==> config.mk <==
export PLATFORM = sky130hd
export DESIGN_NAME = seg7_frame_arb
export DESIGN_NICKNAME = d
export VERILOG_FILES = /design/src/rtl/seg7_pkg.sv /design/src/rtl/seg7_blink_gen.sv /design/src/rtl/seg7_frame_arb.sv
export SDC_FILE = /design/constraint.sdc
export NUM_CORES = 1
export LEC_CHECK = 0
export BUFFER_PORTS_ARGS = -buffer_cell sky130_fd_sc_hd__buf_2
export CAP_MARGIN = 40
export CORE_UTILIZATION = 40
export CTS_CLUSTER_SIZE = 8
export DETAILED_ROUTE_END_ITERATION = 6
export HOLD_SLACK_MARGIN = 0.12
export REMOVE_ABC_BUFFERS = 1
export SYNTH_ARGS = -nofsm -noshare
export SYNTH_HDL_FRONTEND = slang
export SYNTH_SLANG_ARGS = --single-unit
export TNS_END_PERCENT = 10
==> constraint.sdc <==
create_clock -name clk_50m -period 2.5 [get_ports clk_50m]
set_input_delay 0.375 -clock clk_50m [delete_from_list [all_inputs] [get_ports clk_50m]]
set_output_delay 0.375 -clock clk_50m [all_outputs]
set_load 0.05 [all_outputs]
==> src/rtl/seg7_pkg.sv <==
// Shared types for the 7-segment frame arbiter: digit geometry, FSM states, frame layout.
// Pure declarations, no timing or flow control.
package seg7_pkg;

  localparam int SEG7_DIGITS = 8;
  localparam int SEG7_NIB_W  = 4;

  typedef enum logic [0:0] {
    ST_IDLE = 1'b0,
    ST_HOLD = 1'b1
  } seg7_state_e;

  typedef struct packed {
    logic [SEG7_DIGITS*SEG7_NIB_W-1:0] data;
    logic [SEG7_DIGITS-1:0]            dp;
    logic [SEG7_DIGITS-1:0]            blank;
    logic [SEG7_DIGITS-1:0]            blink;
  } seg7_frame_t;

  // Digit k (k>=1) is dark when it and every higher nibble are zero; digit 0 always shows.
  function automatic logic [SEG7_DIGITS-1:0] seg7_lzb_mask(
    input logic [SEG7_DIGITS*SEG7_NIB_W-1:0] data
  );
    logic [SEG7_DIGITS-1:0] m;
    m = '0;
    for (int k = 1; k < SEG7_DIGITS; k++) begin
      m[k] = ((data >> (SEG7_NIB_W * k)) == '0);
    end
    return m;
  endfunction

endpackage

==> src/rtl/seg7_blink_gen.sv <==
// Free-running blink phase: toggles every BLINK_DIV cycles, starts at 0 out of reset.
// Latency: phase is a flop output; no backpressure, never stalls.
module seg7_blink_gen #(
  parameter int BLINK_DIV = 12_500_000
) (
  input  logic clk_50m,
  input  logic reset,
  output logic phase
);

  localparam int CNT_W = (BLINK_DIV > 1) ? $clog2(BLINK_DIV) : 1;
  localparam logic [CNT_W-1:0] CNT_MAX = CNT_W'(BLINK_DIV - 1);

  logic [CNT_W-1:0] cnt_q, cnt_d;
  logic             phase_q, phase_d;

  always_comb begin
    cnt_d   = cnt_q + CNT_W'(1);
    phase_d = phase_q;
    if (cnt_q == CNT_MAX) begin
      cnt_d   = '0;
      phase_d = ~phase_q;
    end
  end

  always_ff @(posedge clk_50m) begin
    if (reset) begin
      cnt_q   <= '0;
      phase_q <= 1'b0;
    end else begin
      cnt_q   <= cnt_d;
      phase_q <= phase_d;
    end
  end

  assign phase = phase_q;

endmodule

==> src/rtl/seg7_frame_arb.sv <==
// Round-robin owner of the 7-seg driver with min hold time and blinking; SEG7_LZB_EN adds leading-zero blanking.
// Latency: frame visible one cycle after transfer; in HOLD only the owner sees ready, others wait.
module seg7_frame_arb
  import seg7_pkg::*;
#(
  parameter int HOLD_CYC  = 50_000_000,
  parameter int BLINK_DIV = 12_500_000
) (
  input  logic                               clk_50m,
  input  logic                               reset,
  input  logic                               req0_valid,
  output logic                               req0_ready,
  input  logic [SEG7_DIGITS*SEG7_NIB_W-1:0]  req0_data,
  input  logic [SEG7_DIGITS-1:0]             req0_dp,
  input  logic [SEG7_DIGITS-1:0]             req0_blank,
  input  logic [SEG7_DIGITS-1:0]             req0_blink,
  input  logic                               req1_valid,
  output logic                               req1_ready,
  input  logic [SEG7_DIGITS*SEG7_NIB_W-1:0]  req1_data,
  input  logic [SEG7_DIGITS-1:0]             req1_dp,
  input  logic [SEG7_DIGITS-1:0]             req1_blank,
  input  logic [SEG7_DIGITS-1:0]             req1_blink,
  output logic [SEG7_DIGITS*SEG7_NIB_W-1:0]  o_data,
  output logic [SEG7_DIGITS-1:0]             o_dp,
  output logic [SEG7_DIGITS-1:0]             o_turn_off,
  output logic                               o_owner,
  output logic                               o_hold
);

  localparam int HOLD_W = (HOLD_CYC > 1) ? $clog2(HOLD_CYC) : 1;
  localparam logic [HOLD_W-1:0] HOLD_LOAD = HOLD_W'(HOLD_CYC - 1);

  seg7_state_e            state_q, state_d;
  logic [HOLD_W-1:0]      hold_cnt_q, hold_cnt_d;
  logic                   last_grant_q, last_grant_d;
  logic                   owner_q, owner_d;
  seg7_frame_t            frame_q, frame_d;
  logic [SEG7_DIGITS-1:0] turn_off_q, turn_off_d;
  logic [SEG7_DIGITS-1:0] lzb_mask;
  logic                   blink_phase;
  logic                   xfer0, xfer1;
  seg7_frame_t            frame0, frame1;

  assign frame0 = '{data: req0_data, dp: req0_dp, blank: req0_blank, blink: req0_blink};
  assign frame1 = '{data: req1_data, dp: req1_dp, blank: req1_blank, blink: req1_blink};

  seg7_blink_gen #(
    .BLINK_DIV (BLINK_DIV)
  ) u_blink (
    .clk_50m (clk_50m),
    .reset   (reset),
    .phase   (blink_phase)
  );

  always_comb begin
    req0_ready   = 1'b0;
    req1_ready   = 1'b0;
    state_d      = state_q;
    hold_cnt_d   = hold_cnt_q;
    last_grant_d = last_grant_q;
    owner_d      = owner_q;
    frame_d      = frame_q;
    lzb_mask     = '0;

    case (state_q)
      ST_IDLE: begin
        req0_ready = req0_valid && (!req1_valid || last_grant_q);
        req1_ready = req1_valid && (!req0_valid || !last_grant_q);
      end
      ST_HOLD: begin
        req0_ready = !owner_q;
        req1_ready = owner_q;
      end
      default: ;
    endcase

    // Nobody is granted while reset is held, even though the state already reads IDLE.
    if (reset) begin
      req0_ready = 1'b0;
      req1_ready = 1'b0;
    end

    xfer0 = req0_valid && req0_ready;
    xfer1 = req1_valid && req1_ready;

    if (xfer0 || xfer1) begin
      frame_d      = xfer1 ? frame1 : frame0;
      owner_d      = xfer1;
      last_grant_d = xfer1;
      hold_cnt_d   = HOLD_LOAD;
      state_d      = ST_HOLD;
    end else if (state_q == ST_HOLD) begin
      if (hold_cnt_q == '0) begin
        state_d = ST_IDLE;
      end else begin
        hold_cnt_d = hold_cnt_q - HOLD_W'(1);
      end
    end

`ifdef SEG7_LZB_EN
    lzb_mask = seg7_lzb_mask(frame_d.data);
`else
    lzb_mask = '0;
`endif

    turn_off_d = frame_d.blank | (frame_d.blink & {SEG7_DIGITS{blink_phase}}) | lzb_mask;
  end

  always_ff @(posedge clk_50m) begin
    if (reset) begin
      state_q      <= ST_IDLE;
      hold_cnt_q   <= '0;
      last_grant_q <= 1'b1;
      owner_q      <= 1'b0;
      // Reset frame is fully blanked so an idle display stays dark until the first transfer.
      frame_q      <= '{data: '0, dp: '0, blank: '1, blink: '0};
      turn_off_q   <= '1;
    end else begin
      state_q      <= state_d;
      hold_cnt_q   <= hold_cnt_d;
      last_grant_q <= last_grant_d;
      owner_q      <= owner_d;
      frame_q      <= frame_d;
      turn_off_q   <= turn_off_d;
    end
  end

  assign o_data     = frame_q.data;
  assign o_dp       = frame_q.dp;
  assign o_turn_off = turn_off_q;
  assign o_owner    = owner_q;
  assign o_hold     = (state_q == ST_HOLD);

endmodule

==> results of run 1 <==
## state kept, by name, indices dropped and copies added, names as in the netlist
| signal | cells |
|---|---|
| last_grant_q | 1 |
| o_turn_off | 8 |
| u_blink.cnt_q | 24 |
| o_data | 32 |
| u_blink.phase | 1 |
| frame_q | 16 |
| o_owner | 1 |
| hold_cnt_q | 26 |
| o_dp | 8 |
| o_hold | 1 |
## worst min-delay path: stages
cell	delay, ns
buf_2	0.13
inv_2	0.10
nand2_1	0.07
## kinds of logic after synthesis
logic type / synth area share
AOI/OAI and AO/OA: 0.145
and+or+nand+nor: 0.183
DFF: 0.423
adders and majority gates: 0.00448
muxes: 0.100
xor gates and xnor gates: 0.0580
buffers and inverters: 0.0860
## cell type report
type	instances	share of cell area
multi-input combinational	416	0.394
inverter	8	0.00425
tap	176	0.0312
sequential	118	0.334
timing repair buffer	182	0.140
clock inverter	12	0.0317
clock buffer	20	0.0646
## per-stage QoR
step | util | area, um^2 | total power (uW) | hold slack, ns
final | 0.525 | 7070 | 5890 | 0.295
after global routing | 0.525 | 7070 | 6140 | 0.312
after CTS | 0.525 | 7060 | 5950 | 0.283
after detailed placement | 0.474 | 6380 | 3150 | 0.480
after global placement | 0.472 | 6350 | 3120 | 0.460
after floorplan | - | 5140 | 2840 | 0.441
## per-layer routing
metal	global-route usage	wire length [um]	up-vias
met1	0.215	5530	2184
met2	0.310	6560	84
li1	-	-	2421
met4	0.0617	160	0
met5	0	0	-
met3	0.0533	509	13
## power by group
| group | total [uW] | switching, uW | leakage, uW | internal [uW] |
|---|---|---|---|---|
| Sequential | 2100 | 84.3 | 0.000971 | 2020 |
| Clock | 2770 | 850 | 0.000330 | 1920 |
| Combinational | 1020 | 662 | 0.00198 | 353 |
| Total | 5890 | 1600 | 0.00328 | 4290 |
## placed cells by master, fill, tap and decap left out, types with 3 or more instances in the layout
cell type,instances
o211ai_1,12
inv_1,7
and4_1,5
and2_1,8
dfxtp_1,118
nand2_1,33
a21oi_1,17
a211oi_1,40
bufinv_16,6
nand3b_1,3
xor2_1,24
and3_1,4
or3_1,5
nor2_1,84
mux2i_1,56
o21ai_0,12
nand3_1,14
clkinv_4,3
nand4_1,13
buf_4,11
buf_2,167
nor4_1,7
or4_1,5
clkbuf_16,17
nor3_1,15
o31ai_1,6
xnor2_1,13
a21o_1,8
a31oi_1,4
## how the worst max path moves through the flow
stage,to,from,slack (ns)
detailed placement,hold_cnt_q[24]$_SDFFE_PP0P_,hold_cnt_q[12]$_SDFFE_PP0P_,0.11
finish,hold_cnt_q[1]$_SDFFE_PP0P_,hold_cnt_q[12]$_SDFFE_PP0P_,0.19
CTS,hold_cnt_q[1]$_SDFFE_PP0P_,hold_cnt_q[12]$_SDFFE_PP0P_,0.08
floorplan,frame_q[0]$_SDFF_PP0_,o_hold$_SDFF_PP0_,-3.15
global route,hold_cnt_q[1]$_SDFFE_PP0P_,hold_cnt_q[12]$_SDFFE_PP0P_,0.05
global placement,hold_cnt_q[22]$_SDFFE_PP0P_,hold_cnt_q[12]$_SDFFE_PP0P_,0.13
==> impl_metrics.json, run 1 <==
{
  "status": "complete, no violations",
  "setup_viol": 0,
  "rows": 42,
  "hold-path-cell-count": 3,
  "clock-sinks": 118,
  "n_antenna_cell": 0,
  "wl_per_cell_um": 13.7,
  "synth_warnings": 0,
  "cts_buffers": 17,
  "critPathSlowestCell": "or4_4",
  "r2r_cells": 6,
  "path_delay_family": "simple AND/OR/NAND/NOR gates",
  "grt_usage": 0.181,
  "fin_cells": 932,
  "h-tree-depth": 4,
  "hp-start": "reset",
  "cts_resized": 0,
  "crit_buf_inv": 1,
  "pre_cts_ws_ns": 0.114,
  "cap_violations": 0,
  "power-per-cell-area_nw_per_um2": 833,
  "netlist_area_um2": 5590,
  "finalCriticalPeriod_ns": 2.31,
  "ant_nets": 0,
  "core_um2": 13500,
  "finClkSkew_ns": 0.00928,
  "synthCells": 619,
  "end_kind": "register",
  "cp.required_ns": 2.81,
  "fillers": 1283,
  "placed_cells": 900,
  "drv_slew": 0,
  "ys.flop_type": "dfxtp_1",
  "synth_seq_area_share": 0.423,
  "die_w_um": 120,
  "tns_ns": 0,
  "min_to": "last_grant_q$_SDFFE_PP1N_",
  "viasPerCell": 5.05,
  "tritoncts": "yes",
  "max_slew_margin": 0.512,
  "hold_violations": 0,
  "crit_arrival_ns": 2.62,
  "antenna_found_initial": 0,
  "hold_path.class": "in -> reg",
  "grt_pass1_wl_mm": 21.0,
  "firstDrtPassIters": 5,
  "ys_types": 53,
  "r2r-start": "hold_cnt_q[12]$_SDFFE_PP0P_",
  "grt_max_degree": 63,
  "postSynthAreaPerCell_um2": 9.03,
  "dieArea_um2": 14400,
  "synth_edf_count": 0,
  "via_count": 4702,
  "place_congestion": 0.822,
  "io_pins": 168,
  "synthTopCellsByArea": "dfxtp_1 (42%), mux2i_1 (10%), nor2_1 (5.6%)",
  "vdd_ir_drop_max_uv": 450,
  "yosys.area.top_type": "dfxtp_1",
  "ctsHoldBuffers": 0,
  "area_delta_synth_final_pct": 26.5,
  "yosysTopAreaCellShare": 0.423,
  "fmax_mhz": 434,
  "drt_iter0_drc": 256,
  "drive_above_1_share": 0.299,
  "cts_setup_buffers": 0,
  "grt_setup_unrepaired": "false",
  "multi_input_area_um2": 2780,
  "r2r_slack_ns": 0.19,
  "fin_crit_sh": 0.922,
  "crit_fanout": 7,
  "synth_commonest_cells": "dfxtp_1 (118), nor2_1 (84), mux2i_1 (56)",
  "grt_pass1_vias": 4561,
  "cp.depth": 6,
  "ff_latch_area_um2": 2360,
  "reg2reg_to": "hold_cnt_q[1]$_SDFFE_PP0P_",
  "dp_hpwl_mm": 9.02,
  "synthArstFlopShare": 0,
  "numPortBuffers": 167,
  "root_buffer": "clkbuf_16",
  "worst_slew_pin_slew_ns": 0.726,
  "path_cells": "or4_4, or4b_4, buf_4, o21ai_2, nor2_1, a311oi_1",
  "fin_nets": 861,
  "clock_latency_ns": 0.41,
  "clk_pin_slew_ns": 0.05,
  "critical_path_class": "reg -> reg",
  "power.leakage_uw": 0.00328,
  "drc": 0,
  "routed_wl_mm": 12.8,
  "die_y_um": 120,
  "ys_ff_latch": 118,
  "overflow": 0,
  "start_util": 0.415,
  "setup_ws_ns": 0.194,
  "max_stage_delay_ns": 0.57,
  "cp-start-kind": "register",
  "clockBufferDepth": 2,
  "synth.most_common_cell": "dfxtp_1"
}
Power figures use the tool's default switching activity.
==> run 2: changes to the inputs <==
Settings changed: CTS_BUF_LIST set to sky130_fd_sc_hd__clkbuf_8, SETUP_SLACK_MARGIN set to 0.3.
==> impl_metrics.json, run 2 (synthesis gave the netlist of run 1 again) <==
{
  "end_kind": "register",
  "h-tree-depth": 4,
  "pre_cts_ws_ns": 0.114,
  "place_congestion": 0.822,
  "grt_max_degree": 63,
  "largest_register_ffs": 32,
  "path_cells": "or4_4, or4b_4, buf_6, nor4b_4, xnor2_1, a21oi_1",
  "ant_nets": 0,
  "max_stage_delay_ns": 0.57,
  "fin_nets": 864,
  "drt_iter0_drc": 242,
  "clk_pin_slew_ns": 0.08,
  "hp-start": "reset",
  "status": "complete, no violations",
  "firstDrtPassIters": 4,
  "setup_ws_ns": 0.294,
  "via_count": 4732,
  "finalCriticalPeriod_ns": 2.21,
  "max_slew_margin": 0.509,
  "tritoncts": "yes",
  "clock_latency_ns": 0.44,
  "power.leakage_uw": 0.00322,
  "critPathSlowestCell": "or4b_4",
  "die_y_um": 120,
  "final_cell_mix": "buf_2 (167), dfxtp_1 (115), nor2_1 (84)",
  "area_delta_synth_final_pct": 24.3,
  "cp.required_ns": 2.81,
  "hold_violations": 0,
  "r2r-start": "hold_cnt_q[13]$_SDFFE_PP0P_",
  "overflow": 0,
  "start_util": 0.415,
  "fillers": 1303,
  "dieArea_um2": 14400,
  "drive_above_1_share": 0.308,
  "crit_arrival_ns": 2.51,
  "fin_crit_sh": 0.882,
  "clockBufferDepth": 2,
  "cp-start-kind": "register",
  "startpoint": "hold_cnt_q[13]$_SDFFE_PP0P_",
  "critical_path_class": "reg -> reg",
  "die_w_um": 120,
  "grt_usage": 0.179,
  "vdd_ir_drop_max_uv": 455,
  "drv_slew": 0,
  "rows": 42,
  "crit_fanout": 6,
  "hold_path.class": "in -> reg",
  "power-per-cell-area_nw_per_um2": 754,
  "root_buffer": "clkbuf_8",
  "cap_violations": 0,
  "final_common_cell": "buf_2",
  "wl_per_cell_um": 13.5,
  "fmax_mhz": 453,
  "grt_pass1_wl_mm": 20.7,
  "grt_pass1_vias": 4530,
  "cts_buffers": 17,
  "antenna_found_initial": 0,
  "numPortBuffers": 167,
  "core_um2": 13500,
  "routed_wl_mm": 12.6,
  "grt_setup_unrepaired": "true",
  "dp_hpwl_mm": 9.02,
  "n_antenna_cell": 0,
  "finClkSkew_ns": 0.0141,
  "viasPerCell": 5.06,
  "io_pins": 168,
  "power_uw": 5240,
  "setup_viol": 0,
  "worst_slew_pin_slew_ns": 0.730,
  "clock-sinks": 118,
  "drc": 0
}
[run 2: critical path, delay by kind of cell (launching register included)]
kind	cells	cell delay [ns]
xor+xnor	1	0.14
flops	1	0.36
simple gates	3	1.34
buf+inv	1	0.16
compound gates	1	0.08
[run 2: routing by layer]
| metal | GRT usage | wire length, um | vias up |
|---|---|---|---|
| li1 | - | - | 2430 |
| met2 | 0.304 | 6480 | 84 |
| met4 | 0.0602 | 184 | 0 |
| met3 | 0.0557 | 531 | 16 |
| met5 | 0 | 0 | - |
| met1 | 0.212 | 5460 | 2202 |
[run 2: stage by stage]
step	hold WS (ns)	cells	area (um^2)	TNS (ns)	util
after floorplan	0.441	542	5140	-219.24	-
after global placement	0.460	898	6350	0	0.472
after detailed placement	0.480	900	6380	0	0.474
after CTS	0.246	934	6910	0	0.514
after global routing	0.264	935	6950	0	0.516
final	0.261	935	6950	0	0.516
[run 2: area by class of cell]
cell class / count / area (um^2) / area share
flip-flops and latches: 118 / 2370 / 0.341
clock buffers: 19 / 262 / 0.0376
clock inverters: 13 / 228 / 0.0328
multi-input cells: 416 / 2820 / 0.406
repair buffers: 185 / 1020 / 0.147
inverters: 8 / 30.0 / 0.00432
well taps: 176 / 220 / 0.0317
[run 2: what timing repair did]
item / 4_1_cts / 5_1_grt
resized for setup: 5 / 8
cloned: 0 / 0
endpoints found under the setup margin: 18 / 17
endpoints found under the hold margin: 0 / 0
hold buffers: 0 / 0
pin swaps: 2 / 6
buffers inserted: 2 / 1
[run 2: final timing paths]
path                                  to  slack, ns  cells after the start
min            last_grant_q$_SDFFE_PP1N_       0.26                      3
max reg2reg  hold_cnt_q[22]$_SDFFE_PP0P_       0.29                      6
max          hold_cnt_q[22]$_SDFFE_PP0P_       0.29                      6
min reg2reg        frame_q[8]$_SDFF_PP1_       0.49                      2
[run 2: where the power goes]
part           switching [uW]  internal (uW)
sequential               84.9           2020
combinational             667            364
clock                     771           1340
